File: src/rtl/cpu_pkg.sv
// Shared CPU definitions: fetch FSM encoding, NOP word, widths and the
// jump/branch target arithmetic used by both the fetch stage and the branch unit.
package cpu_pkg;

  localparam int CPU_ADDR_W = 32;
  localparam int CPU_DATA_W = 32;
  localparam logic [CPU_DATA_W-1:0] NOP = 32'h0000_0000;

  typedef enum logic [1:0] {
    ST_IDLE,
    ST_REQ,
    ST_WAIT,
    ST_HALTED
  } fetch_state_t;

  // The jump keeps the upper nibble of the sequential PC (same 256 MB region).
  function automatic logic [CPU_ADDR_W-1:0] calc_jump_target(
    input logic [CPU_ADDR_W-1:0] pc_plus4,
    input logic [25:0]           index
  );
    return {pc_plus4[CPU_ADDR_W-1:28], index, 2'b00};
  endfunction

  function automatic logic [CPU_ADDR_W-1:0] calc_branch_target(
    input logic [CPU_ADDR_W-1:0] pc_plus4,
    input logic [15:0]           offset
  );
    return pc_plus4 + {{(CPU_ADDR_W-18){offset[15]}}, offset, 2'b00};
  endfunction

endpackage

File: src/rtl/next_pc_calc.sv
// Combinational next-PC selection: jump beats branch beats sequential.
module next_pc_calc
  import cpu_pkg::*;
#(
  parameter int ADDR_W = CPU_ADDR_W
) (
  input  logic [ADDR_W-1:0] pc,
  input  logic              br_taken,
  input  logic [15:0]       br_offset,
  input  logic              jump,
  input  logic [25:0]       jump_target,
  output logic [ADDR_W-1:0] pc_plus4,
  output logic [ADDR_W-1:0] next_pc
);

  logic [ADDR_W-1:0] jump_pc;
  logic [ADDR_W-1:0] branch_pc;

  assign pc_plus4 = pc + ADDR_W'(4);

  // Reuse the shared target functions whenever the width matches the CPU.
  if (ADDR_W == CPU_ADDR_W) begin : g_pkg_targets
    assign jump_pc   = calc_jump_target(pc_plus4, jump_target);
    assign branch_pc = calc_branch_target(pc_plus4, br_offset);
  end else begin : g_generic_targets
    assign jump_pc   = {pc_plus4[ADDR_W-1:28], jump_target, 2'b00};
    assign branch_pc = pc_plus4 + {{(ADDR_W-18){br_offset[15]}}, br_offset, 2'b00};
  end

  always_comb begin
    next_pc = pc_plus4;
    if (jump) begin
      next_pc = jump_pc;
    end else if (br_taken) begin
      next_pc = branch_pc;
    end
  end

endmodule

File: src/rtl/pc_fetch_stage.sv
// PC register and instruction-fetch FSM driven by a PC-phase clock enable,
// with a req/valid handshake to instruction memory and a bounded wait.
module pc_fetch_stage
  import cpu_pkg::*;
#(
  parameter int                ADDR_W   = 32,
  parameter int                DATA_W   = 32,
  parameter logic [ADDR_W-1:0] RESET_PC = '0,
  parameter int                TIMEOUT  = 15
) (
  input  logic              clock,
  input  logic              reset,
  input  logic              pc_en,
  input  logic              br_taken,
  input  logic [15:0]       br_offset,
  input  logic              jump,
  input  logic [25:0]       jump_target,
  input  logic              halt,
  input  logic [DATA_W-1:0] imem_rdata,
  input  logic              imem_valid,
  output logic              imem_req,
  output logic [ADDR_W-1:0] imem_addr,
  output logic [ADDR_W-1:0] pc,
  output logic [ADDR_W-1:0] pc_plus4,
  output logic [DATA_W-1:0] instr,
  output logic              instr_valid,
  output logic              fetch_busy,
  output logic              fetch_err,
  output logic              overrun
);

  localparam logic [7:0] WAIT_LAST = 8'(TIMEOUT - 1);

  fetch_state_t      state_reg;
  logic              first_reg;
  logic              halt_seen_reg;
  logic [7:0]        wait_cnt_reg;
  logic [ADDR_W-1:0] next_pc;

  next_pc_calc #(
    .ADDR_W(ADDR_W)
  ) u_next_pc (
    .pc         (pc),
    .br_taken   (br_taken),
    .br_offset  (br_offset),
    .jump       (jump),
    .jump_target(jump_target),
    .pc_plus4   (pc_plus4),
    .next_pc    (next_pc)
  );

  assign fetch_busy = (state_reg == ST_REQ) || (state_reg == ST_WAIT);

  always_ff @(posedge clock) begin
    if (reset) begin
      state_reg     <= ST_IDLE;
      first_reg     <= 1'b1;
      halt_seen_reg <= 1'b0;
      wait_cnt_reg  <= '0;
      pc            <= RESET_PC;
      imem_req      <= 1'b0;
      imem_addr     <= RESET_PC;
      instr         <= DATA_W'(NOP);
      instr_valid   <= 1'b0;
      fetch_err     <= 1'b0;
      overrun       <= 1'b0;
    end else begin
      case (state_reg)
        ST_IDLE: begin
          if (halt) begin
            state_reg <= ST_HALTED;
          end else if (pc_en) begin
            // The very first strobe fetches the reset PC itself.
            first_reg     <= 1'b0;
            halt_seen_reg <= 1'b0;
            instr_valid   <= 1'b0;
            imem_req      <= 1'b1;
            state_reg     <= ST_REQ;
            if (first_reg) begin
              imem_addr <= pc;
            end else begin
              pc        <= next_pc;
              imem_addr <= next_pc;
            end
          end
        end

        ST_REQ: begin
          imem_req     <= 1'b0;
          wait_cnt_reg <= '0;
          state_reg    <= ST_WAIT;
          if (halt)  halt_seen_reg <= 1'b1;
          if (pc_en) overrun       <= 1'b1;
        end

        ST_WAIT: begin
          if (halt)  halt_seen_reg <= 1'b1;
          if (pc_en) overrun       <= 1'b1;
          // Returned data takes precedence over a coincident timeout.
          if (imem_valid || (wait_cnt_reg == WAIT_LAST)) begin
            instr       <= imem_valid ? imem_rdata : DATA_W'(NOP);
            instr_valid <= 1'b1;
            if (!imem_valid) fetch_err <= 1'b1;
            state_reg   <= (halt_seen_reg || halt) ? ST_HALTED : ST_IDLE;
          end else begin
            wait_cnt_reg <= wait_cnt_reg + 8'd1;
          end
        end

        ST_HALTED: begin
        end

        default: state_reg <= ST_IDLE;
      endcase
    end
  end

endmodule

File: config.mk
export PLATFORM = sky130hd
export DESIGN_NAME = pc_fetch_stage
export DESIGN_NICKNAME = d
export VERILOG_FILES = /design/src/rtl/cpu_pkg.sv /design/src/rtl/next_pc_calc.sv /design/src/rtl/pc_fetch_stage.sv
export SDC_FILE = /design/constraint.sdc
export NUM_CORES = 1
export LEC_CHECK = 0
export ABC_AREA = 1
export ABC_CLOCK_PERIOD_IN_PS = 5700
export CELL_PAD_IN_SITES_DETAIL_PLACEMENT = 1
export CELL_PAD_IN_SITES_GLOBAL_PLACEMENT = 2
export CORE_ASPECT_RATIO = 0.8
export CORE_MARGIN = 2
export CORE_UTILIZATION = 26
export CTS_CLUSTER_SIZE = 12
export DETAILED_ROUTE_END_ITERATION = 8
export GPL_TIMING_DRIVEN = 0
export HOLD_SLACK_MARGIN = 0.06
export PLACE_DENSITY = 0.95
export SYNTH_ARGS = -nofsm -noshare
export SYNTH_HDL_FRONTEND = slang
export SYNTH_SLANG_ARGS = --single-unit
File: constraint.sdc
create_clock -name clock -period 5.7 [get_ports clock]
set_input_delay 0.57 -clock clock [delete_from_list [all_inputs] [get_ports clock]]
set_output_delay 0.57 -clock clock [all_outputs]
set_load 0.01 [all_outputs]
=== After elaboration in Yosys (flattened, before gate mapping) ===
Index checks and enable logic that the tools add are counted.

* Add/sub/neg operators: 3
* Eq/ne operators: 9
* Mux-type cells: 19
* Bitwise gates (word level): 3
* Reduce and logical (&&, ||, !) cells: 20

{| class="wikitable"
|+ Operators with widths
! operator !! number
|-
| $mux W32 || 3
|-
| $add A32 B3 Y32 const B || 1
|-
| $add A32 B32 Y32 || 1
|-
| $pmux W8 S2 || 1
|-
| $reduce_and A3 Y1 || 4
|-
| $reduce_and A4 Y1 || 3
|-
| $add A8 B1 Y8 const B || 1
|-
| $eq A8 B4 Y1 const B || 1
|-
| $mux W2 || 4
|-
| $mux W8 || 1
|-
| $reduce_bool A2 Y1 || 4
|-
| $mux W1 || 6
|-
| $ne A2 B2 Y1 const B || 3
|-
| $pmux W1 S2 || 3
|-
| $pmux W2 S3 || 1
|-
| $reduce_and A2 Y1 || 3
|-
| $ne A2 B1 Y1 const B || 2
|-
| $logic_or A1 B1 Y1 || 3
|-
| $ne A3 B3 Y1 const B || 1
|-
| $not A1 Y1 || 3
|-
| $reduce_bool A3 Y1 || 1
|-
| $eq A2 B1 Y1 const B || 1
|-
| $eq A2 B2 Y1 const B || 1
|-
| $logic_not A2 Y1 || 1
|-
| $reduce_or A2 Y1 || 1
|}

* Bits in registers: 80
* Bits of input ports: 81
* Word-level logic and storage cells: 64

=== Depth between registers and ports, before layout ===
* Depth after elaboration: 4
* Mapped depth: 22
* Depth with buffers taken out: 22

=== Cells and area by module ===
From an unflattened synthesis, not the netlist that was laid out.

* Cell total of the unflattened synthesis: 1211
* Area, all modules: 7110.6 µm²

{| class="wikitable"
|+ By module, submodules not included
! module !! times used !! cells each !! area an instance (µm²) !! seq. area each (µm²)
|-
| next_pc_calc || 1 || 753 || 3681.0 || 0.0
|-
| pc_fetch_stage || 1 || 458 || 3429.5 || 1601.5
|}

=== Least setup slack after synthesis ===
No wires, ideal clock.

* Path kind: reg-to-reg
* Start point: register pc[2]
* End point: register pc[19]
* Library setup time: 122 ps
* Data arrival time: 2793 ps
* Required time: 5578 ps
* Slack: 2786 ps
* Stages on the path, launching flop included: 16
* Path buffers: 0
* Clock period less this slack: 2914 ps
* Cell sequence: dfxtp_1 > ha_1 > nand3_2 > nor3_2 > nand3_1 > xor2_1 > inv_1 > ha_1 > nand2_1 > nor2_1 > nand2_1 > inv_1 > a21oi_1 > or2_2 > nand3_1 > a21oi_2

* Word-level cells in the longest chain between the ends: 4

{| class="wikitable"
|+ RTL lines
! what !! line !! source
|-
| from (decl) || pc_fetch_stage.sv:23 || <nowiki>output logic [ADDR_W-1:0] pc,</nowiki>
|-
| from (signal assigned) || pc_fetch_stage.sv:82 || <nowiki>pc <= next_pc;</nowiki>
|-
| $add A32 B3 Y32 || next_pc_calc.sv:19 || <nowiki>assign pc_plus4 = pc + ADDR_W'(4);</nowiki>
|-
| net pc_plus4[18] || pc_fetch_stage.sv:24 || <nowiki>output logic [ADDR_W-1:0] pc_plus4,</nowiki>
|-
| $add A32 B32 Y32 || cpu_pkg.sv:28 || <nowiki>return pc_plus4 + {{(CPU_ADDR_W-18){offset[15]}}, offset, 2'b00};</nowiki>
|-
| $mux W32 || next_pc_calc.sv:34 || <nowiki>end else if (br_taken) begin</nowiki>
|-
| $mux W32 || next_pc_calc.sv:32 || <nowiki>if (jump) begin</nowiki>
|}

The timed path passes the listed nets, and every way through them passes these cells.
A chain may end at the register's enable or synchronous reset.

=== Worst setup path in the final report ===
* Start point: register pc[2]
* End point: register pc[30]

* Word-level cells in the longest chain between the ends: 4

{| class="wikitable"
|+ RTL lines
! what !! line
|-
| $add A32 B3 Y32 (*) || next_pc_calc.sv:19
|-
| $add A32 B32 Y32 || cpu_pkg.sv:28
|-
| $mux W32 || next_pc_calc.sv:34
|-
| $mux W32 (*) || next_pc_calc.sv:32
|}

Mark *: on every way between the ends. The rest lies on a longest branch, timed or not.

==> results by group <==
Outcome
  – Outcome: completed

Global route
  – Vias in the first global route: 8021
  – Largest net degree at the start of global routing: 23
  – GRT overflow: 0
  – Antenna violations before repair: 0
  – First-pass GRT wire length: 46.1 mm
  – GRT Total Usage: between 20% and 30%

Logic synthesis
  – Flop and latch count out of synthesis: 78
  – Post-synth top area share: 22.9%
  – Netlist Area Pre-Place: 6820 sq um
  – Mapped Cells: 1161
  – Warning count from the yosys run: 0
  – Post-synth EDFFs: 0
  – Top FF cell, synth: dfxtp_1
  – Area leader, netlist: dfxtp_1
  – Ys async rst share: 0%
  – Synth area leaders: dfxtp_1 (23%), nand2_1 (21%), a21oi_1 (9.4%)
  – Unique masters post-synth: 44
  – Mean post-synth cell area: 5.87 sq um
  – Register area share after synthesis: 22.9%

Routing
  – Met2 routed WL: roughly 13 mm
  – Post-route DRC: 0
  – WL final: ~30 mm
  – Vias: 8253
  – Routed wl met3: between 1.5 and 2 mm
  – Drt pass-1 iters: 4
  – Detail Route Antenna Nets: 0
  – Wire per inst: between 15 and 20 um
  – Via density per instance: ~4.7
  – Metal-1 WL: 15.2 mm
  – DR top layer: met4
  – Initial DRC count: between 500 and 600

Power and ir drop
  – Peak supply drop: 0.000148 V
  – Power density cells: approximately 210 nW/um^2
  – Pleak: 4.45 nW

Clock tree
  – Maximum clock path buffer count: 2
  – Worst-Skew Late Latency: around 350 ps
  – Post-cts sizing count: 0
  – Cts hold-fix bufs: 0
  – CTS tree: yes
  – Sink Count: 78
  – Postcts setup bufs: 0
  – Clock transition at path regs: 70 ps
  – Num CTS Buffers: 9
  – # H-tree levels: 3
  – Root Buffer: clkbuf_16

Timing
  – Fin. Hold Viols: 0
  – Max Slew Vio Count: 0
  – Post-route clock period utilization: 73.0%
  – Minimum clock period: 4160 ps
  – Worst Skew: between 10 and 15 ps
  – Post-route setup TNS: 0 ps
  – RSZ-0062 raised after global routing: false
  – Fmax: 240 MHz
  – Final setup violation count: 0
  – Worst Max-Slew Pin Slew: 1000 ps
  – Slew margin rel.: about 33%

Placed design
  – Dpl hpwl: 25.4 mm
  – GP Congestion: between 0.8 and 0.9
  – IO Port Bufs: between 200 and 250
  – Placed Area: 9340 sq um

Final layout
  – Post-route cell area: slightly below 10000 sq um
  – Layout cells sized above 1: 6.20%
  – Most frequent cells in the layout: nand2_1 (390), clkdlybuf4s50_1 (206), inv_1 (161)
  – Nets@finish: 1506
  – Antenna fix cells: 0
  – Most common cell after layout, fill and taps aside: nand2_1
  – Synth-to-layout area growth: 41.8%
  – Number of flip-flops in the largest register: 32
  – Core Util, Final: 37.8%
  – Fill cell count: 3354

Floorplan
  – Die Y: 149 um
  – Initial Util: 26.7%
  – DIE AREA: 27600 sq um
  – Core Footprint: ~26000 sq um
  – Rows: 52
  – Die width: 185 um
  – Ports: 214

Run
  – Max cap viols: 0

Setup path
  – Worst flop-to-flop path endpoint: pc[30]
  – Crit path required time: 5900 ps
  – Worst setup path class: flop to flop
  – Reg2Reg Depth: 18
  – CP Launch Type: flop
  – R2r setup slk: around 1500 ps
  – Worst path arrival time: 4360 ps
  – Crit. End Element: flop
  – FF-to-FF Start: pc[2]
  – Max FO, Critical Path: 8

Min path
  – Hold Crit Class: flop to flop
  – Hold wc startpoint: first_reg
  – Worst Hold End: first_reg
  – Hold Path Stages: 2
through the flow:
step	hold WS, ps	power (mW)	instances	setup WS [ps]
after global routing	488	2.11	1739	1340
after global placement	429	1.33	1723	1800
final	451	2.00	1739	1540
after detailed placement	438	1.35	1723	1730
after CTS	453	2.00	1739	1680
after floorplan	420	1.01	1166	2790
synth_stat cells, types with 2 or more instances:
cell type    n
nand2_1    390
inv_1      161
a21oi_1    128
nor2_1      83
dfxtp_1     78
nand3_1     59
o21ai_0     54
ha_1        41
buf_4       36
clkbuf_1    24
xor2_1      17
nor3_1      10
nand4_1      8
a31oi_1      7
nand2_2      6
nand3b_1     5
nor2_2       5
buf_2        4
nor2_4       4
o21bai_1     4
a211oi_1     3
a21o_1       3
inv_2        3
o22ai_1      3
or2_2        3
and2_1       2
nand2_4      2
nor3_2       2
worst max-delay path, stage by stage, from the launching register on:
cell and delay [ps]:
dfxtp_1 530, ha_1 440, nand3_2 220, inv_2 170, nand2_2 110, nor2_2 280
nand2_1 90, nand2_1 150, inv_1 80, ha_1 370, nand2_1 120, nor2_1 400
nand3_1 140, nand3b_1 350, nand2_1 120, nand3_1 100, nand3_1 140, nand2_1 120
a21oi_1 60
layer usage:
layer | global-route usage [%] | vias up
met5 | 0 | -
met4 | 3.61 | 0
met3 | 3.61 | 25
met2 | 33.7 | 237
met1 | 32.5 | 3901
li1 | - | 4090
area by class of cell:
class	instances	area (sq um)	area share, %
buffer	65	384	3.97
clock buffer	9	225	2.33
clock inverter	7	103	1.06
inverter	165	619	6.41
multi-input combinational	858	4270	44.2
sequential	78	1560	16.2
tap	351	439	4.54
timing repair buffer	206	2060	21.3
report_power, final:
part	internal, mW	leakage (nW)	total, mW	switching, mW
Sequential	0.596	0.631	0.643	0.0473
Combinational	0.303	3.67	0.700	0.397
Clock	0.389	0.157	0.652	0.263
Total	1.29	4.45	2.00	0.707
worst max-delay path by stage:
stage,startpoint,to,cells past startpoint
floorplan,pc[2],pc[19],15
global placement,pc[2],pc[30],14
detailed placement,pc[2],pc[30],14
CTS,pc[2],pc[30],18
global route,pc[2],pc[27],17
finish,pc[2],pc[30],18
cells by family (layout without fill, tap and decap cells):
family / Yosys count / count (layout) / share of synthesized area, %
xor+xnor: 19 / 19 / 2.55
fa+ha+maj: 42 / 42 / 7.82
compound gates: 208 / 208 / 16.2
buf+inv: 230 / 452 / 14.7
simple gates: 583 / 583 / 35.8
flops: 78 / 78 / 22.9
other cells: 1 / 6 / 0.0550
Note: power is estimated with default switching activity, not from simulation.
